===== src/rtl/operand_fetch_pkg.sv =====
// ============================================================================
//  Module   : operand_fetch_pkg
//  Purpose  : Shared defaults and writeback-select encodings for operand_fetch.
//  Revision : 1.0 - initial release
// ============================================================================
`default_nettype none

package operand_fetch_pkg;

   localparam int DEFAULT_WIDTH      = 16;
   localparam int DEFAULT_ADDR_WIDTH = 3;
   localparam int NUM_REGS           = 2 ** DEFAULT_ADDR_WIDTH;

   localparam logic VSEL_C   = 1'b0;
   localparam logic VSEL_DIN = 1'b1;

endpackage : operand_fetch_pkg

`default_nettype wire


===== src/rtl/operand_fetch_regfile.sv =====
// ============================================================================
//  Module   : operand_fetch_regfile
//  Purpose  : General-purpose register array with decoded write and
//             combinational read; OPERAND_FETCH_BYPASS_EN adds write-through.
//  Revision : 1.0 - initial release
// ============================================================================
`default_nettype none

module operand_fetch_regfile
   import operand_fetch_pkg::*;
#(
   parameter int WIDTH      = DEFAULT_WIDTH,
   parameter int ADDR_WIDTH = DEFAULT_ADDR_WIDTH
) (
   input  logic                  clk,
   input  logic                  rst,
   input  logic                  i_write,
   input  logic [ADDR_WIDTH-1:0] i_writenum,
   input  logic [WIDTH-1:0]      i_wdata,
   input  logic [ADDR_WIDTH-1:0] i_readnum,
   output logic [WIDTH-1:0]      o_data_out
);

   localparam int c_depth = 2 ** ADDR_WIDTH;

   logic [WIDTH-1:0] r_regs [c_depth];
   logic [c_depth-1:0] w_we;
   logic [WIDTH-1:0] w_stored;

   generate
      for (genvar gi = 0; gi < c_depth; gi++) begin : g_dec
         assign w_we[gi] = i_write && (i_writenum == ADDR_WIDTH'(gi));
      end
   endgenerate

   always_ff @(posedge clk or posedge rst) begin
      if (rst) begin
         for (int i = 0; i < c_depth; i++) begin
            r_regs[i] <= '0;
         end
      end else begin
         for (int i = 0; i < c_depth; i++) begin
            if (w_we[i]) begin
               r_regs[i] <= i_wdata;
            end
         end
      end
   end

   assign w_stored = r_regs[i_readnum];

`ifdef OPERAND_FETCH_BYPASS_EN
   // Forward the in-flight write so a same-edge load sees the new value.
   logic w_hit;
   assign w_hit      = i_write && (i_writenum == i_readnum);
   assign o_data_out = w_hit ? i_wdata : w_stored;
`else
   assign o_data_out = w_stored;
`endif

endmodule : operand_fetch_regfile

`default_nettype wire


===== src/rtl/operand_fetch.sv =====
// ============================================================================
//  Module   : operand_fetch
//  Purpose  : Register file, writeback select and A/B operand latches feeding
//             the computation stage. Optional macro: OPERAND_FETCH_BYPASS_EN.
//  Revision : 1.0 - initial release
// ============================================================================
`default_nettype none

module operand_fetch
   import operand_fetch_pkg::*;
#(
   parameter int width     = DEFAULT_WIDTH,
   parameter int addrWidth = DEFAULT_ADDR_WIDTH
) (
   input  logic                 clk,
   input  logic                 reset,
   input  logic                 write,
   input  logic [addrWidth-1:0] writenum,
   input  logic                 vsel,
   input  logic [width-1:0]     datapath_in,
   input  logic [width-1:0]     C,
   input  logic [addrWidth-1:0] readnum,
   input  logic                 loada,
   input  logic                 loadb,
   output logic [width-1:0]     data_out,
   output logic [width-1:0]     A,
   output logic [width-1:0]     B
);

   logic [width-1:0] w_wdata;
   logic [width-1:0] w_data_out;
   logic [width-1:0] r_a;
   logic [width-1:0] r_b;

   assign w_wdata = (vsel == VSEL_DIN) ? datapath_in : C;

   operand_fetch_regfile #(
      .WIDTH      (width),
      .ADDR_WIDTH (addrWidth)
   ) u_regfile (
      .clk        (clk),
      .rst        (reset),
      .i_write    (write),
      .i_writenum (writenum),
      .i_wdata    (w_wdata),
      .i_readnum  (readnum),
      .o_data_out (w_data_out)
   );

   always_ff @(posedge clk or posedge reset) begin
      if (reset) begin
         r_a <= '0;
         r_b <= '0;
      end else begin
         if (loada) begin
            r_a <= w_data_out;
         end
         if (loadb) begin
            r_b <= w_data_out;
         end
      end
   end

   assign data_out = w_data_out;
   assign A        = r_a;
   assign B        = r_b;

endmodule : operand_fetch

`default_nettype wire

===== config.mk =====
export PLATFORM = sky130hd
export DESIGN_NAME = operand_fetch
export DESIGN_NICKNAME = d
export VERILOG_FILES = /design/src/rtl/operand_fetch_pkg.sv /design/src/rtl/operand_fetch_regfile.sv /design/src/rtl/operand_fetch.sv
export SDC_FILE = /design/constraint.sdc
export NUM_CORES = 1
export LEC_CHECK = 0
export ABC_AREA = 1
export BUFFER_PORTS_ARGS = -buffer_cell sky130_fd_sc_hd__buf_2
export CORE_ASPECT_RATIO = 1.75
export CORE_MARGIN = 3
export CORE_UTILIZATION = 35
export CTS_CLUSTER_SIZE = 10
export DETAILED_ROUTE_END_ITERATION = 6
export GPL_TIMING_DRIVEN = 0
export SLEW_MARGIN = 20
export SYNTH_ARGS = -nofsm -noshare
export SYNTH_HDL_FRONTEND = slang
export SYNTH_SLANG_ARGS = --single-unit
export TNS_END_PERCENT = 100

===== constraint.sdc =====
create_clock -name clk -period 6.1 [get_ports clk]
set_input_delay 0.61 -clock clk [delete_from_list [all_inputs] [get_ports clk]]
set_output_delay 0.61 -clock clk [all_outputs]
set_load 0.05 [all_outputs]

== Word level (Yosys, flattened, before mapping) ==
Index checks and enable logic that the tools add are counted.

* Bits in registers: 160
* Input bits: 44
* Logic and storage cells: 32

* Magnitude comparators: 1
* Equal/unequal tests: 7
* Muxes and demuxes: 4
* Bitwise operators: 1
* Reduce and logical (&&, ||, !) cells: 9

{| class="wikitable"
|+ Operator list
! kind !! number
|-
| binary-select mux 16 bit (select 3 bit) || 1
|-
| two-way mux 16 bit || 3
|-
| == test 3 bit, second input constant || 4
|-
| logical AND 1 bit || 8
|-
| == test 3 x 2 -> 1 bit, second input constant || 2
|-
| greater-or-equal comparator 4 bit, second input constant || 1
|-
| NOT 3 -> 4 bit || 1
|-
| == test 3 x 1 -> 1 bit, second input constant || 1
|-
| logical NOT 3 bit || 1
|}

== Depth between registers and ports, before layout ==
Gate-level depths: netlist of run 1.

* Depth in word-level cells: 4
* Depth in mapped cells: 7

== Modules after synthesis ==
A second synthesis of run 1 with hierarchy kept.

* Cell total of the unflattened synthesis: 1,057
* Area, all modules: 7,781.2 um^2

{| class="wikitable"
|+ By module, submodules not included
! module !! instances !! cells an instance !! area an instance (um^2) !! seq. area each (um^2)
|-
| operand_fetch_regfile || 1 || 868 || 6,282.3 || 3,203.1
|-
| operand_fetch || 1 || 189 || 1,498.9 || 800.8
|}

== Worst setup path after synthesis of run 1 ==
No wires, ideal clock.

* Kind: input-to-output
* Start point: input port readnum[1]
* End point: output port data_out[0]
* Arrival: 1.600 ns
* Data required time: 5.490 ns
* Path slack: 3.890 ns
* Stages: 6
* Cell sequence: buf_2 inv_1 buf_4 nand3_1 nand3_1 and2_1

* Longest elaborated chain between the ends: 4

{| class="wikitable"
|+ Ends and longest elaborated chain
! what !! RTL line !! RTL
|-
| start: declaration || operand_fetch.sv:22 || <nowiki>input logic [addrWidth-1:0] readnum,</nowiki>
|-
| NOT 3 -> 4 bit (implied by the code) || operand_fetch_regfile.sv:50 || <nowiki>assign w_stored = r_regs[i_readnum];</nowiki>
|-
| binary-select mux 16 bit (select 3 bit) || operand_fetch_regfile.sv:50 ||
|-
| two-way mux 16 bit (implied by the code) (2 in series) || operand_fetch_regfile.sv:50 ||
|-
| end: declaration || operand_fetch.sv:25 || <nowiki>output logic [width-1:0] data_out,</nowiki>
|}

Every way passes these cells. The select of a mux whose other input is x is not followed.

== Final worst setup path of run 1 ==
* Start point: input port readnum[0]
* End point: output port data_out[8]

Same word-level chain as after synthesis.

==> flow_summary_export.csv, run 1 <==
group,metric,value,unit
clock_network,clock_path_buffers,2,
place,gp_congestion,0.874,
yosys,synth_top_cells_by_count,"nand2_1, dfrtp_1, inv_1",
clock_network,cts.repair.resized,0,
clock_network,numCtsBuffers,17,
outcome,status,"completed",
yosys,yosysMostFrequentCell,"nand2_1",
min_path,worst_hold_path_type,"input port to asynchronous set/reset pin",
yosys,yosys.area.top_type,"dfrtp_1",
cells_and_area,area_delta_synth_final,18.5,%
yosys,synth_top_cells_by_area,"dfrtp_1, nand2_1, nand3_1",
grt,grt_antenna_before_repair,0,
power,ir_drop,0.182,mV
place,port-buffer-count,86,
yosys,syn_nets,1018,
yosys,async_flop_share,100,%
drt,drtPass1Iterations,5,
clock_network,cts_sinks,160,
sta,fmax,368,MHz
yosys,synth_top_area_share,51.3,%
grt,grt_pass1_vias,6818,
grt,grt_max_degree,103,
floorplan,initial_utilization,35.9,%
floorplan,pin_count,92,
clock_network,htree_levels,4,
power,power.density,353,nW/µm²
sta,rsz0062_at_grt,"false",
job,maxCapViolations,0,
yosys,ys_ff_latch,160,
setup_path,cp.required,5490,ps
setup_path,regToRegSetupSlack,4920,ps
clock_network,cts_tree,"yes",
setup_path,path_max_fanout,10,
yosys,ys_seq_area_share,51.3,%
yosys,syn_inst,974,
clock_network,clk_latency,430,ps
sta,period_minus_slack,2710,ps
yosys,synth_flop_cell,"dfrtp_1",
grt,grt_usage,20.6,%
floorplan,core-area,21800,µm²
yosys,synth-edff-count,0,
drt,postRouteAntennaNets,0,
yosys,synth_cell_types,17,
sta,slew_violations,0,
drt,routedWlPerCell,17.6,µm
clock_network,cts_setup_buffers,0,
drt,routed_wl,24.4,mm
sta,tightestPinTransition,553,ps
floorplan,dieWidth,119,µm
setup_path,crit_path_start_kind,"input port",
drt,first_iter_violations,592,
clock_network,cts_root_buf,"clkbuf_16",
floorplan,num_rows,71,
sta,skew,6.85,ps
clock_network,postCtsHoldBufs,0,
setup_path,arrival,2100,ps
power,total_power,3270,µW
sta,hold_viol,0,
yosys,syn_area,7810,µm²
drt,drc,0,
setup_path,reg2reg_from,"u_regfile.r_regs[11]",
sta,relSlewSlack,63.1,%
drt,via_count,6828,
place,dp_hpwl,17.7,mm
grt,grt_first_pass_wirelength,38.3,mm
sta,setup_viol,0,
grt,grt_overflow,0,
floorplan,die_h,204,µm
setup_path,crit_type,"input port to primary output",
power,leakage,0.00467,µW
setup_path,worstRegToRegCells,6,
sta,period_share,44.5,%
setup_path,regToRegEndpoint,"B[11]",
cells_and_area,antenna_cells,0,
drt,avgViaCountPerCell,4.93,
cells_and_area,drive_above_1_share,18.0,%
setup_path,crit_path_end_kind,"primary output",
floorplan,die_area,24200,µm²
clock_network,clkTransAtPathRegs,60,ps
sta,hold_ws,201,ps
yosys,ys_warn_count,0,
cells_and_area,nNetsFinal,1124,
yosys,avgSynthCellArea,8.02,µm²
## layer usage
layer / global-route usage (%) / share of wire (%) / wire length, µm
met1: 23.9 / 38 / 9300
met2: 35.8 / 52 / 12600
met3: 2.94 / 4.2 / 1030
met4: 12.6 / 6.2 / 1510
met5: 0 / 0 / 0
## flip-flops by register name, indices dropped and copies added (netlist names)
| signal | flops |
|---|---|
| B | 16 |
| u_regfile.r_regs | 128 |
| A | 16 |
## cell usage in the layout (no fill, tap or decap), types with 3 or more instances in the layout
master,instances
nand2_1,324
dfrtp_1,160
inv_1,134
nand3_1,128
buf_2,113
o21ai_1,77
o21ai_0,51
clkbuf_16,17
and2_1,16
buf_4,15
mux2_4,10
buf_6,9
nor2_4,8
mux2_2,6
clkinvlp_4,4
clkbuf_1,3
bufinv_16,3
## metrics by stage
step | std cells | utilization (%) | setup WS [ps] | TNS (ps) | cell area, µm²
2_1_floorplan | 974 | - | 1170 | 0 | 7810
3_3_place_gp | 1352 | 39.5 | -850 | -132400 | 8610
3_5_place_dp | 1353 | 39.7 | 3410 | 0 | 8640
4_1_cts | 1384 | 42.5 | 3410 | 0 | 9250
5_1_grt | 1384 | 42.5 | 3300 | 0 | 9250
6_report | 1384 | 42.5 | 3390 | 0 | 9250
## critical path: stages
cell and delay, ps:
buf_2 110, inv_2 160, buf_2 290, nand2_1 90
nand3_1 130, nand3_1 240, and2_1 240, buf_2 210
## power breakdown
group	internal, µW	switching (µW)
combinational	230	575
clock	667	453
sequential	1270	66.7
## logic make-up (layout without fill, tap and decap cells)
group	Yosys count	count (layout)	synth area share, %
muxes	16	16	2.79
buffers and inverters	192	310	11.2
DFF	160	160	51.3
AOI/OAI and AO/OA	128	128	8.20
and+or+nand+nor	478	478	26.5
## worst max path at each step
stage | cells past startpoint | slack (ps) | start | endpoint
finish | 8 | 3390 | readnum[0] | data_out[8]
global route | 8 | 3300 | readnum[0] | data_out[10]
CTS | 8 | 3410 | readnum[0] | data_out[10]
detailed placement | 8 | 3410 | readnum[0] | data_out[10]
global placement | 2 | -850 | reset | u_regfile.r_regs[28]
floorplan | 1 | 1170 | reset | A[0]
## layout make-up
type / instances / area (µm²)
buffer: 55 / 364
clock buffer: 20 / 457
clock inverter: 11 / 155
fill: 2229 / 12500
inverter: 137 / 522
multi-input combinational: 622 / 2930
sequential: 160 / 4000
tap: 292 / 365
timing repair buffer: 87 / 458
No activity file was read; power rests on OpenSTA's default activity.
==> run 2: changes to the inputs <==
==> constraint.sdc (replaced) <==
create_clock -name clk -period 2.6 [get_ports clk]
set_input_delay 0.26 -clock clk [delete_from_list [all_inputs] [get_ports clk]]
set_output_delay 0.26 -clock clk [all_outputs]
set_load 0.05 [all_outputs]
==> run 2 against run 1 <==
Net effect:
- critical path depth fell by 2
- worst setup slack got worse by 2800 ps
- final cell count rose by 0.36%
- register-to-register slack got worse by 3500 ps
- total power rose by 140%
- sequential share of layout area fell by 0.44 points
- global-route usage fell by 0.24 points
- first-iteration DRC count fell by 22%
- final area rose by 1.0%
- clock skew rose by 3.7 ps
- via count fell by 1.3%
- combinational power rose by 140%
- largest cell class unchanged
- highest routed layer is now met5
==> flow_summary_export.csv, run 2 (synthesis gave the netlist of run 1 again) <==
group,metric,value,unit
min_path,whs_endpoint,"B[13]",
cells_and_area,n_fill_cell,2222,
clock_network,cts.repair.resized,0,
job,maxCapViolations,0,
place,port-buffer-count,86,
drt,avgViaCountPerCell,4.85,
setup_path,path_max_fanout,3,
place,dp_hpwl,17.9,mm
min_path,worstHoldStart,"loadb",
setup_path,reg2reg_from,"u_regfile.r_regs[60]",
drt,routed.top_layer,"met5",
drt,routed_wl,23.9,mm
setup_path,regToRegEndpoint,"A[12]",
cells_and_area,largest_reg_flops,128,
clock_network,cts_sinks,160,
drt,via_count,6737,
setup_path,crit_path_end_kind,"primary output",
drt,postRouteAntennaNets,0,
clock_network,clkTransAtPathRegs,70,ps
place,gp_congestion,0.859,
drt,met2WireLength,12.8,mm
setup_path,crit_path_start_kind,"register",
setup_path,path_cells,"inv_1, nand2_1, nand3_1, nand3_1, and2_1, buf_2",
setup_path,max_stage_delay,370,ps
floorplan,initial_utilization,35.9,%
clock_network,htree_levels,4,
cells_and_area,area_delta_synth_final,19.7,%
setup_path,crit_type,"register to primary output",
drt,drc,0,
cells_and_area,layout_commonest_cell,"nand2_1",
sta,period_minus_slack,2020,ps
cells_and_area,nNetsFinal,1129,
sta,setup_viol,0,
cells_and_area,regMostFlops,"u_regfile.r_regs",
setup_path,cp.required,2340,ps
grt,grt_usage,20.4,%
power,leakage,0.00473,µW
power,power.density,826,nW/µm²
cells_and_area,final-seq-area,4000,µm²
floorplan,die_area,24200,µm²
min_path,worst_hold_path_type,"input port to register",
sta,hold_ws,159,ps
clock_network,cts_setup_buffers,0,
setup_path,regToRegSetupSlack,1390,ps
setup_path,crit_buf_inv,2,
sta,skew,10.5,ps
floorplan,die_h,204,µm
cells_and_area,drive_above_1_share,18.4,%
drt,first_iter_violations,460,
place,dp_worst_setup_slack,639,ps
floorplan,pin_count,92,
clock_network,cts_tree,"yes",
min_path,holdPathStages,3,
power,ir_drop,0.436,mV
sta,fmax,494,MHz
cells_and_area,antenna_cells,0,
sta,hold_viol,0,
drt,met1_length,9.51,mm
setup_path,worstRegToRegCells,6,
setup_path,arrival,1760,ps
drt,wl_met3,759,µm
floorplan,num_rows,71,
clock_network,cts_root_buf,"clkbuf_16",
cells_and_area,mostFrequentLayoutCells,"nand2_1, dfrtp_1, inv_1",
floorplan,dieWidth,119,µm
drt,drtPass1Iterations,5,
outcome,status,"completed",
sta,slew_violations,0,
cells_and_area,final_util,42.9,%
grt,grt_max_degree,33,
power,total_power,7720,µW
floorplan,core-area,21800,µm²
clock_network,clk_latency,440,ps
grt,grt_antenna_before_repair,1,
sta,period_share,77.8,%
clock_network,clock_path_buffers,2,
sta,fin_ws,577,ps
sta,rsz0062_at_grt,"false",
grt,grt_pass1_vias,6744,
setup_path,worst_path_most_repeated_cell,"nand3_1",
setup_path,crit_start,"u_regfile.r_regs[60]",
cells_and_area,multi_input_area,2930,µm²
grt,grt_first_pass_wirelength,37.9,mm
setup_path,slowest_stage,"dfrtp_1",
clock_network,numCtsBuffers,17,
sta,finalSetupTns,0,ps
drt,routedWlPerCell,17.2,µm
sta,tightestPinTransition,558,ps
setup_path,path_delay_family,"simple AND/OR/NAND/NOR gates",
grt,grt_overflow,0,
sta,relSlewSlack,62.7,%
run 2: cell count changes in the layout (fill, tap and decap cells not counted):
cell and delta:
buf_12 +4, clkbuf_1 -1, clkbuf_8 -2, clkinv_4 -1, clkinvlp_4 -2, dlygate4sd3_1 +1
inv_6 +3, inv_8 +3
run 2: final cells by class:
class / instances / area share, %
clock buffer: 17 / 4.55
timing repair buffer: 92 / 5.86
inverter: 137 / 5.54
sequential: 160 / 42.8
multi-input combinational: 622 / 31.3
tap: 292 / 3.91
clock inverter: 14 / 2.09
buffer: 55 / 3.90
run 2: tightest hold or removal path: stages:
cell	delay [ps]
buf_2	150
nand3_1	90
nand2_1	50
run 2: per-layer routing:
layer,global-route usage (%),up-vias
met5,0,-
met2,37.0,180
met3,2.69,48
met1,23.9,3253
met4,8.83,2
li1,-,3254
run 2: per-stage QoR:
| stage | cell area (µm²) | std cells |
|---|---|---|
| finish | 9350 | 1389 |
| global route | 9350 | 1389 |
| CTS | 9350 | 1389 |
| detailed placement | 8720 | 1357 |
| global placement | 8610 | 1352 |
| floorplan | 7810 | 974 |
run 2: how the worst max path moves through the flow:
stage / end / slack [ps] / depth (start not counted)
after floorplan: A[0] / 310 / 1
after global placement: u_regfile.r_regs[9] / -790 / 2
after detailed placement: data_out[5] / 640 / 8
after CTS: data_out[11] / 600 / 6
after global routing: data_out[13] / 550 / 6
final: data_out[12] / 580 / 6
run 2: what timing repair did:
action	CTS	global route
setup endpoints to repair	0	0
hold buffers	1	0
endpoints found under the hold margin	17	0
run 2: where the power goes:
group	internal (µW)	switching [µW]
sequential	2990	155
clock	1550	1130
combinational	552	1350
==> run 3: changes to the inputs <==
--- a/config.mk
+++ b/config.mk
@@ -5,7 +5,7 @@
 export SDC_FILE = /design/constraint.sdc
 export NUM_CORES = 1
 export LEC_CHECK = 0
-export ABC_AREA = 1
+export ABC_AREA = 0
 export BUFFER_PORTS_ARGS = -buffer_cell sky130_fd_sc_hd__buf_2
 export CORE_ASPECT_RATIO = 1.75
 export CORE_MARGIN = 3
==> constraint.sdc (replaced) <==
create_clock -name clk -period 2.1 [get_ports clk]
set_input_delay 0.21 -clock clk [delete_from_list [all_inputs] [get_ports clk]]
set_output_delay 0.21 -clock clk [all_outputs]
set_load 0.05 [all_outputs]
==> run 3 against run 2 <==
Net effect:
- non-clock buffer count fell by 4
- sequential power up 28%
- synthesized cell count fell by 31%
- count of clock-buffer cells in the layout is 4 higher
- sequential cell count unchanged
- final area is 8.5% lower
- worst setup slack got worse by 410 ps
- synthesized area down 8.7%
- utilization is essentially flat
- critical path depth down 2
- via count decreased by 19%
- global-route usage shrank 2.6 points
- largest cell class unchanged
- highest routed layer is now met4
==> flow_summary_export.csv, run 3 <==
group,metric,value,unit
setup_path,max_stage_delay,380,ps
yosys,ys_warn_count,0,
grt,grt_pass1_vias,5465,
drt,drc,0,
power,power.density,1080,nW/µm²
sta,skew,8.57,ps
yosys,ys_ff_latch,160,
cells_and_area,regMostFlops,"u_regfile.r_regs",
grt,grt_overflow,0,
power,leakage,0.00396,µW
sta,slew_violations,0,
clock_network,clkTransAtPathRegs,70,ps
clock_network,htree_levels,4,
yosys,ys_seq_area_share,56.2,%
cells_and_area,antenna_cells,0,
sta,period_minus_slack,1940,ps
place,port-buffer-count,89,
yosys,synthAdderAreaFrac,0,%
place,placed_area,7980,µm²
drt,postRouteAntennaNets,0,
yosys,synth_cell_types,27,
sta,hold_viol,0,
power,total_power,9240,µW
job,maxCapViolations,0,
drt,routedWlPerCell,18.6,µm
place,dp_hpwl,14.5,mm
floorplan,num_rows,68,
clock_network,postCtsHoldBufs,1,
yosys,yosysMostFrequentCell,"dfrtp_1",
yosys,syn_inst,671,
yosys,synth_top_cells_by_count,"dfrtp_1, nand2_1, nor2_1",
drt,drtPass1Iterations,5,
grt,grt_antenna_before_repair,0,
setup_path,cp.required,1890,ps
yosys,synth_top_family_by_area,"compound AO/OA/AOI/OAI gates",
yosys,synth-xor-area-share,0,%
yosys,yosys.area.top_type,"dfrtp_1",
yosys,synth-edff-count,0,
cells_and_area,layout_commonest_cell,"dfrtp_1",
floorplan,die_h,195,µm
grt,grt_first_pass_wirelength,30.4,mm
clock_network,cts_setup_buffers,0,
yosys,synth_top_area_share,56.2,%
sta,relSlewSlack,43.9,%
setup_path,crit_path_end_kind,"primary output",
drt,first_iter_violations,309,
yosys,avgSynthCellArea,10.6,µm²
yosys,yosys.area_share.simple,10.8,%
sta,setup_viol,0,
clock_network,clk_latency,420,ps
setup_path,slowest_stage,"dfrtp_1",
cells_and_area,fin_area,8550,µm²
place,gp_congestion,0.785,
floorplan,initial_utilization,35.8,%
setup_path,arrival,1730,ps
floorplan,pin_count,92,
sta,period_share,92.3,%
floorplan,die_area,22200,µm²
cells_and_area,area_delta_synth_final,20.0,%
yosys,synth-compound-area-share,16.8,%
place,dp_worst_setup_slack,196,ps
clock_network,numCtsBuffers,17,
sta,fmax,516,MHz
setup_path,crit_type,"register to primary output",
setup_path,path_cells,"mux2_1, o22ai_1, nor2_1, buf_2",
outcome,status,"completed",
floorplan,dieWidth,114,µm
drt,routed_wl,19.4,mm
yosys,syn_nets,715,
drt,avgViaCountPerCell,5.22,
setup_path,path_max_fanout,3,
yosys,async_flop_share,100,%
sta,tightestPinTransition,818,ps
cells_and_area,final_util,43.0,%
power,ir_drop,0.685,mV
clock_network,cts_root_buf,"clkbuf_16",
sta,hold_ws,122,ps
grt,grt_max_degree,34,
setup_path,crit_path_start_kind,"register",
yosys,synth_mux_area_share,11.8,%
min_path,worst_hold_path_type,"input port to register",
clock_network,cts_tree,"yes",
grt,grt_usage,17.7,%
clock_network,cts.repair.resized,0,
cells_and_area,mostFrequentLayoutCells,"dfrtp_1, buf_2, nand2_1",
yosys,syn_area,7130,µm²
sta,rsz0062_at_grt,"false",
cells_and_area,nNetsFinal,829,
drt,via_count,5440,
yosys,synth_flop_cell,"dfrtp_1",
cells_and_area,largest_reg_flops,128,
clock_network,cts_sinks,160,
yosys,synth_top_cells_by_area,"dfrtp_1, mux2i_1, nand2_1",
clock_network,clock_path_buffers,2,
floorplan,core-area,19900,µm²
sta,fin_ws,162,ps
cells_and_area,drive_above_1_share,23.8,%
run 3: cell count changes in the layout (fill, tap and decap cells not counted), sizes merged, moves of 23 or more:
cell and delta:
buf -23, nand2 -229, o21ai -64, o31ai +32, mux2i +48, inv -141, a21oi +64, nor2 +73
clkbuf +23, nand3 -128
run 3: stage by stage:
step	TNS, ps	cells
6_report	0	1043
5_1_grt	0	1043
4_1_cts	0	1043
3_5_place_dp	0	1010
3_3_place_gp	-185820	1005
2_1_floorplan	-22210	671
run 3: final timing paths:
| kind | startpoint | end | cells past startpoint | slack [ps] |
|---|---|---|---|---|
| worst max register to register | u_regfile.r_regs[15] | A[15] | 3 | 840 |
| worst min-delay path | loadb | B[15] | 3 | 120 |
| worst min register to register | B[0] | B[0] | 2 | 470 |
| min in group asynchronous | reset | B[5] | 3 | 270 |
| worst max-delay path | u_regfile.r_regs[15] | data_out[15] | 4 | 160 |
| max in group asynchronous | reset | u_regfile.r_regs[58] | 6 | 910 |
run 3: power by group:
part	switching (µW)	total [µW]	leakage, µW	internal (µW)
registers	318	4030	0.00190	3710
clock network	1280	2950	0.000268	1670
logic	1510	2260	0.00179	753
run 3: logic make-up (layout without fill, tap and decap cells):
kind of cell / Yosys count / count (layout)
mux: 80 / 80
compound gates: 192 / 192
flops: 160 / 160
simple gates: 188 / 188
buf+inv: 51 / 178
run 3: worst max-delay path: cells and delay by family (launching register included):
kind / cells / cell delay [ps]
DFF: 1 / 380
buffers and inverters: 1 / 220
and+or+nand+nor: 1 / 90
muxes: 1 / 320
AOI/OAI and AO/OA: 1 / 300
run 3: area by class of cell:
type	instances	area (µm²)
tap	245	307
inverter	3	15.0
sequential	160	4000
timing repair buffer	95	556
clock inverter	11	108
multi-input combinational	460	2810
fill	1968	11400
clock buffer	21	450
buffer	48	307
run 3: metal layers:
metal  vias to the layer above  global-route usage, %  wire [µm]
li1                       2580                      -          -
met1                      2725                   20.4       7760
met2                       113                   33.4      10600
met3                        22                   2.40        575
met4                         0                   5.46        401
met5                         -                      0          0
